==> src/rtl/pixel_combinator.sv <==
// pixel_combinator
//   Walks a frame in raster order, broadcasting the next expected coordinate
//   to every engine reorder queue. Pops the lowest-index queue whose head
//   matches and forwards its colour as a valid/ready stream with frame
//   markers. Also flags stalled (timeout) and ambiguous (multi-match) queues.
//
// Ports
//   clk, reset (async, active low), start (1-cycle frame kick, IDLE only)
//   match_i/colour_i     : per-queue head-match bits and head colours
//   xpixel_check/ypixel_check : expected coordinate broadcast to the queues
//   pop_o                : one-hot pop strobe, combinational
//   pix_valid/pix_ready/pix_colour/pix_sof/pix_eol/pix_eof : output stream
//   busy, done, stall_err, multi_err : status
module pixel_combinator #(
  parameter int NUM_ENGINES = 4,
  parameter int DATA_WIDTH  = 10,
  parameter int RBG_SIZE    = 24,
  parameter int X_PIXELS    = 640,
  parameter int Y_PIXELS    = 480,
  parameter int TIMEOUT     = 1023
) (
  input  logic                            clk,
  input  logic                            reset,
  input  logic                            start,
  input  logic [NUM_ENGINES-1:0]          match_i,
  input  logic [NUM_ENGINES*RBG_SIZE-1:0] colour_i,
  output logic [DATA_WIDTH-1:0]           xpixel_check,
  output logic [DATA_WIDTH-1:0]           ypixel_check,
  output logic [NUM_ENGINES-1:0]          pop_o,
  output logic                            pix_valid,
  input  logic                            pix_ready,
  output logic [RBG_SIZE-1:0]             pix_colour,
  output logic                            pix_sof,
  output logic                            pix_eol,
  output logic                            pix_eof,
  output logic                            busy,
  output logic                            done,
  output logic                            stall_err,
  output logic                            multi_err
);

  localparam int SW = (NUM_ENGINES > 1) ? $clog2(NUM_ENGINES) : 1;
  localparam int TW = $clog2(TIMEOUT + 2);

  typedef enum logic [1:0] {IDLE, RUN, DRAIN} state_t;

  state_t                                 state_q, state_d;
  logic [DATA_WIDTH-1:0]                  x_q, y_q;
  logic [RBG_SIZE-1:0]                    col_q;
  logic                                   vld_q, sof_q, eol_q, eof_q;
  logic                                   done_q, stall_q, multi_q;
  logic [TW-1:0]                          cnt_q;

  logic [NUM_ENGINES-1:0][RBG_SIZE-1:0]   col_arr;
  logic [SW-1:0]                          sel;
  logic                                   any_m, many_m, can_pop, accept;
  logic                                   last_x, last_y;

  assign col_arr = colour_i;

  // Lowest-index match wins: scan downward so the last write is the lowest.
  always_comb begin
    sel = '0;
    for (int k = NUM_ENGINES - 1; k >= 0; k--)
      if (match_i[k]) sel = SW'(k);
  end

  assign any_m   = |match_i;
  assign many_m  = $countones(match_i) > 1;
  assign accept  = vld_q && pix_ready;
  // Output register is free when empty or being drained this cycle.
  assign can_pop = (state_q == RUN) && any_m && (!vld_q || pix_ready);
  assign pop_o   = can_pop ? (NUM_ENGINES'(1) << sel) : '0;
  assign last_x  = (x_q == DATA_WIDTH'(X_PIXELS - 1));
  assign last_y  = (y_q == DATA_WIDTH'(Y_PIXELS - 1));

  always_comb begin
    state_d = state_q;
    case (state_q)
      IDLE:    if (start) state_d = RUN;
      RUN:     if (can_pop && last_x && last_y) state_d = DRAIN;
      DRAIN:   if (accept) state_d = IDLE;
      default: state_d = IDLE;
    endcase
  end

  always_ff @(posedge clk or negedge reset) begin
    if (!reset) state_q <= IDLE;
    else        state_q <= state_d;
  end

  always_ff @(posedge clk or negedge reset) begin
    if (!reset) begin
      x_q     <= '0;
      y_q     <= '0;
      col_q   <= '0;
      vld_q   <= 1'b0;
      sof_q   <= 1'b0;
      eol_q   <= 1'b0;
      eof_q   <= 1'b0;
      done_q  <= 1'b0;
      stall_q <= 1'b0;
      multi_q <= 1'b0;
      cnt_q   <= '0;
    end else begin
      done_q <= (state_q == DRAIN) && accept;

      if (state_q == IDLE && start) begin
        x_q     <= '0;
        y_q     <= '0;
        stall_q <= 1'b0;
        multi_q <= 1'b0;
        cnt_q   <= '0;
      end

      if (can_pop) begin
        col_q <= col_arr[sel];
        vld_q <= 1'b1;
        sof_q <= (x_q == '0) && (y_q == '0);
        eol_q <= last_x;
        eof_q <= last_x && last_y;
        cnt_q <= '0;
        if (many_m) multi_q <= 1'b1;
        // Coordinates stop on the final pixel rather than wrapping.
        if (!last_x) begin
          x_q <= x_q + 1'b1;
        end else if (!last_y) begin
          x_q <= '0;
          y_q <= y_q + 1'b1;
        end
      end else if (accept) begin
        vld_q <= 1'b0;
      end

      // Stall watchdog keeps counting while nothing matches; it saturates
      // and the block keeps seeking the same coordinate.
      if (state_q == RUN && !any_m) begin
        if (cnt_q != TW'(TIMEOUT)) cnt_q <= cnt_q + 1'b1;
        if (int'(cnt_q) + 1 >= TIMEOUT) stall_q <= 1'b1;
      end
    end
  end

  assign xpixel_check = x_q;
  assign ypixel_check = y_q;
  assign pix_valid    = vld_q;
  assign pix_colour   = col_q;
  assign pix_sof      = sof_q;
  assign pix_eol      = eol_q;
  assign pix_eof      = eof_q;
  assign busy         = (state_q != IDLE);
  assign done         = done_q;
  assign stall_err    = stall_q;
  assign multi_err    = multi_q;

endmodule

==> config.mk <==
export PLATFORM = sky130hd
export DESIGN_NAME = pixel_combinator
export DESIGN_NICKNAME = d
export VERILOG_FILES = /design/src/rtl/pixel_combinator.sv
export SDC_FILE = /design/constraint.sdc
export NUM_CORES = 1
export LEC_CHECK = 0
export ABC_AREA = 1
export BUFFER_PORTS_ARGS = -buffer_cell sky130_fd_sc_hd__buf_2
export CAP_MARGIN = 20
export CORE_ASPECT_RATIO = 1.5
export CORE_MARGIN = 5
export CORE_UTILIZATION = 45
export CTS_CLUSTER_SIZE = 8
export DETAILED_ROUTE_END_ITERATION = 8
export PLACE_DENSITY = 0.83
export SLEW_MARGIN = 20
export SYNTH_ARGS = -nofsm -noshare
export SYNTH_HDL_FRONTEND = slang
export SYNTH_SLANG_ARGS = --single-unit
==> constraint.sdc <==
create_clock -name clk -period 1.6 [get_ports clk]
set_clock_uncertainty 0.05 [all_clocks]
set_input_delay 0.08 -clock clk [delete_from_list [all_inputs] [get_ports clk]]
set_output_delay 0.08 -clock clk [all_outputs]
set_load 0.1 [all_outputs]
Word-level counts from Yosys, hierarchy flattened
Cells that the tools add are included.
{ "word_totals": {"register_bits": 64, "in_bits": 104, "out_inout_bits": 56, "wordCells": 82} }
{ "classes": {"add_sub_neg": 7, "order_cmp": 3, "eq_ne": 8, "shifts": 1, "n_mux": 31, "reduce_logical": 20} }
{ "ops": {"columns": ["op", "count"], "rows": [
  ["$mux 10", 8],
  ["$bmux 24 s2", 1],
  ["$mux 11", 4],
  ["$mux 24", 1],
  ["$add 10x1->10 const B", 2],
  ["$logic_not 10->1", 2],
  ["$mux 2", 7],
  ["$add 11x1->12 const B", 1],
  ["$ge 12x10->1 const B", 1],
  ["$add 11x1->11 const B", 1],
  ["$ne 11x10->1 const B", 1],
  ["$eq 10x10->1 const B", 1],
  ["$eq 10x9->1 const B", 1],
  ["$logic_and 1x1->1", 10],
  ["$mux 1", 8],
  ["$pmux 2 s3", 1],
  ["$add 1x1->2", 2],
  ["$mux 4", 1],
  ["$ne 2x2->1 const B", 2],
  ["$reduce_bool 2->1", 2],
  ["$reduce_or 4->1", 1],
  ["$shl 1x2->4 const A", 1],
  ["$add 2x2->3", 1],
  ["$gt 3x1->1 const B", 1],
  ["other kinds (8)", 9]
]} }

Depth between registers and ports, before layout
{ "depth": {"word_depth": 7, "depth_mapped": 12, "ltp_nobuf": 12} }

Worst setup path before layout
No wires, ideal clock.
{ "synth_timing": {"path_type": "flip-flop to output port", "from": "register vld_q (netlist: pix_valid)", "to": "output port pop_o[2]", "arrival_ps": 3471, "t_required_ps": 1470, "slack_ps": -2001, "path_stages_with_launch": 6, "path_buffers": 2, "path_cell_list": "dfrtp_1 > nand2_1 > nand3_1 > buf_2 > buf_2 > nor3_1"} }
{ "synth_via": {"elab_chain_cells": 4} }
{ "synth_lines": {"columns": ["item", "line_no", "text"], "rows": [
  ["start, declared", "50", "logic vld_q, sof_q, eol_q, eof_q;"],
  ["start signal, assigned", "97", "vld_q <= 1'b0;"],
  ["start signal, assigned", "118", "vld_q <= 1'b1;"],
  ["start signal, assigned", "132", "vld_q <= 1'b0;"],
  ["$logic_not 1->1", "72", "assign can_pop = (state_q == RUN) && any_m && (!vld_q || pix_ready);"],
  ["$logic_or 1x1->1", "72", null],
  ["$logic_and 1x1->1", "72", null],
  ["$mux 4", "73", "assign pop_o = can_pop ? (NUM_ENGINES'(1) << sel) : '0;"],
  ["end, declared", "29", "output logic [NUM_ENGINES-1:0] pop_o,"]
]} }
No other way between the ends.

Worst setup path in the final report
{ "layout_timing": {"from": "register x_q[1] (netlist: xpixel_check[1])", "to": "register y_q[6] (netlist: ypixel_check[6])"} }
{ "layout_via": {"elab_chain_cells": 3} }
{ "layout_lines": {"columns": ["item", "line_no", "text"], "rows": [
  ["start, declared", "48", "logic [DATA_WIDTH-1:0] x_q, y_q;"],
  ["start signal, assigned", "126", "x_q <= x_q + 1'b1;"],
  ["$eq 10x10->1", "74", "assign last_x = (x_q == DATA_WIDTH'(X_PIXELS - 1));"],
  ["$mux 10", "125", "if (!last_x) begin"],
  ["$mux 10", "116", "if (can_pop) begin"],
  ["end signal, assigned", "129", "y_q <= y_q + 1'b1;"],
  ["end, declared", "48", null]
]} }
No other way between the ends.
A chain may end at the register's enable or synchronous reset.

==> results.py <==
metrics = {
    "pwr": {
        "p_per_area_nw_per_um2": 1200,
        "ir_drop_v": 0.00114,
        "p_leak_uw": 0.00356,
    },
    "layout": {
        "finalInstanceArea_sq_um": 6900,
        "area_delta_synth_final_pct": 63.3,
        "final_nets": 964,
        "fillCellCount": 618,
        "antenna_cells": 0,
        "drive_gt1_share_pct": 45.3,
        "final_core_util_pct": 75.0,
    },
    "global_route": {
        "grt_max_degree": 48,
        "grt_pass1_vias": 5437,
        "antenna_found_initial": 0,
        "grt_pass1_wl_microns": 26200,
        "overflow": 0,
        "grt_usage_pct": 29.3,
    },
    "synth": {
        "yosys.cell_types.count": 43,
        "synthAdderAreaFrac_pct": 2.55,
        "ys_async_sr_fraction_pct": 100,
        "yosys.area.top_type": "dfrtp_1",
        "synthSimpleGateAreaFrac_pct": 41.0,
        "synth_edf_count": 0,
        "synth-compound-area-share_pct": 7.91,
        "ys_seq_elements": 64,
        "synth_top_family_by_area": "simple AND/OR/NAND/NOR gates",
        "ys.flop_type": "dfrtp_1",
        "yosys-top-cells-area": "dfrtp_1 (38%), nand2_1 (19%), nand3_1 (9.4%)",
        "synth_area_sq_um": 4220,
        "avgSynthCellArea_sq_um": 6.90,
        "syn-num-nets": 724,
        "seq_area_frac_synth_pct": 37.9,
        "yosys.area.top_type_share_pct": 37.9,
        "yosysWarnings": 0,
        "synth_xor_xnor_area_share_pct": 1.66,
        "syn_inst": 612,
        "synth_mux_area_share_pct": 0,
    },
    "worst_setup_path": {
        "crit_family": "simple AND/OR/NAND/NOR gates",
        "critPathMaxStageDelay_ps": 430,
        "path_cells": "ha_4 -> nand2_4 -> nor2_4 -> nand3_4 -> nor2_8 -> nand2_4 -> nor2_4 -> clkbuf_16 -> nand3_4 -> nand2_2 -> inv_2",
        "critical_path_class": "register to register",
        "crit_fanout": 6,
        "crit_arrival_ps": 1940,
        "slowest_stage": "dfrtp_4",
        "crit_required_ps": 1790,
        "worstSetupStartpointType": "register",
        "cp_num_buf_inv": 2,
        "worstSetupEndpointType": "register",
    },
    "job": {
        "cap_violations": 0,
    },
    "cts": {
        "numCtsBuffers": 9,
        "cts_tree": "built",
        "cts_num_sinks": 64,
        "path_clk_slew_ps": 60,
        "clk_latency_ps": 340,
        "cts_buffer_depth": 2,
        "cts-root-buf": "clkbuf_16",
        "cts-htree-levels": 3,
    },
    "floorplanning": {
        "row_count": 43,
        "dieWidth_microns": 89.1,
        "die_area_sq_um": 11500,
        "start_util_pct": 45.9,
        "fp.dieH_microns": 129,
        "core_area_sq_um": 9200,
        "ios": 160,
    },
    "timing": {
        "fin_ws_ps": -149,
        "fmax_mhz": 572,
        "finalHoldWorstSlack_ps": 4.50,
        "tightest_slew_ps": 622,
        "period_needed_ps": 1750,
        "hold_viol_final": 0,
        "maxSlewHeadroom_pct": 58.2,
        "fin_crit_sh_pct": 109,
        "setup_viol": 30,
        "tns_ps": -2380,
        "rsz0062_at_grt": "yes",
        "maxSlewViolCount": 0,
    },
    "run_status": {
        "outcome": "complete, but fails checks",
        "violations": "negative setup slack",
    },
    "routing": {
        "drt-initial-drc-count": 414,
        "viasPerCell": 5.55,
        "firstDrtPassIters": 6,
        "drt-total-wl_microns": 16900,
        "antenna_left": 0,
        "drc": 0,
        "post_drt_wl_per_cell_microns": 17.4,
        "vias": 5378,
    },
    "min_path": {
        "hold_path.class": "primary input to register",
    },
    "placed_design": {
        "gp_congestion": 0.974,
        "port_buffers": 159,
        "dpl.hpwl_microns": 11300,
        "placed_area_sq_um": 5790,
        "dp_slack_ps": -21.6,
    },
}
[cell usage in the layout, fill, tap and decap left out, drive strengths merged]
master       synthesis  routed
fa                   1       1
nor2                49      49
a21boi               1       1
o32ai                1       1
nor4                 2       2
dfrtp               64      64
ha                   7       7
o211ai               1       1
nand3               82      82
a211oi               1       1
bufinv               0       1
xor2                 7       7
nor3                15      15
clkinv               2       3
buf                 19     235
o31ai                3       3
o21ai               44      44
o22ai                2       2
clkinvlp             0       2
inv                 65      64
clkbuf               5      17
xnor2                1       1
a21oi                4       4
nand4               17      17
nand2              217     217
and3                 1       1
dlygate4sd3          0      14
nor2b                1       1
[synthesized netlist by cell type, drive strengths merged (2+ instances only)]
cell type,n
nand2,217
nand3,82
inv,65
dfrtp,64
nor2,49
o21ai,44
buf,19
nand4,17
nor3,15
ha,7
xor2,7
clkbuf,5
a21oi,4
o31ai,3
clkinv,2
nor4,2
o22ai,2
[cell families after synthesis]
group,after synthesis
XOR/XNOR,8
adder cells (fa/ha/maj),8
AO/OA/AOI/OAI,57
AND/OR/NAND/NOR,384
flip-flops,64
buffers and inverters,91
[power by group]
group          total [uW]  switching, uW  internal (uW)  leakage (uW)
combinational        4110           3070           1040       0.00262
clock                2060            734           1330      0.000156
sequential           2090            183           1900      0.000780
total                8260           3990           4270       0.00356
[worst paths after layout]
kind	endpoint	slack, ps	cells past startpoint	startpoint
setup / recovery	ypixel_check[6]	-150	11	xpixel_check[1]
hold / removal	pix_colour[2]	4	5	colour_i[26]
setup reg to reg	ypixel_check[6]	-150	11	xpixel_check[1]
hold reg to reg	done	420	1	state_q[0]
max in group asynchronous	pix_valid	700	3	reset
min in group asynchronous	pix_colour[20]	160	2	reset
[stage by stage]
step,instances,total power [uW]
3_3_place_gp,919,5720
3_5_place_dp,919,5770
6_report,969,8260
4_1_cts,962,8030
5_1_grt,969,8560
2_1_floorplan,612,4810
[per-layer routing]
layer	part of all wire (%)	GRT usage [%]	up-vias	wire (microns)
li1	-	-	2463	-
met1	34	32.4	2540	5790
met2	54	52.2	286	9120
met3	6.2	5.06	89	1050
met4	5.3	15.1	0	897
met5	0	0	-	0
[flip-flops by register name (all words and copies together) (netlist names)]
name          count
pix_colour       24
cnt_q            11
xpixel_check     10
ypixel_check     10
state_q           2
done              1
multi_err         1
pix_eof           1
pix_eol           1
pix_sof           1
pix_valid         1
stall_err         1
[worst register-to-register path, stage by stage, from the launching register on]
cell       delay (ps)
dfrtp_4           430
ha_4              150
nand2_4            50
nor2_4            130
nand3_4           110
nor2_8            150
nand2_4            70
nor2_4            160
clkbuf_16         170
nand3_4            60
nand2_2            90
inv_2              30
[what timing repair did]
action | 4_1_cts | 5_1_grt
pin swaps | 6 | 29
gates resized for setup | 34 | 92
hold buffers | 14 | 0
hold endpoints to repair | 25 | 0
cloned | 2 | 2
setup endpoints to repair | 12 | 61
setup buffers | 11 | 7
[final cells by class]
class	instances	area (sq um)	share of cell area, %
inverters	67	270	3.92
clock inverters	3	40.0	0.581
well taps	112	140	2.03
multi-input cells	457	2700	39.1
flip-flops and latches	64	1640	23.8
repair buffers	253	1840	26.7
clock buffers	13	270	3.92
Note: power is estimated with default switching activity, not from simulation.
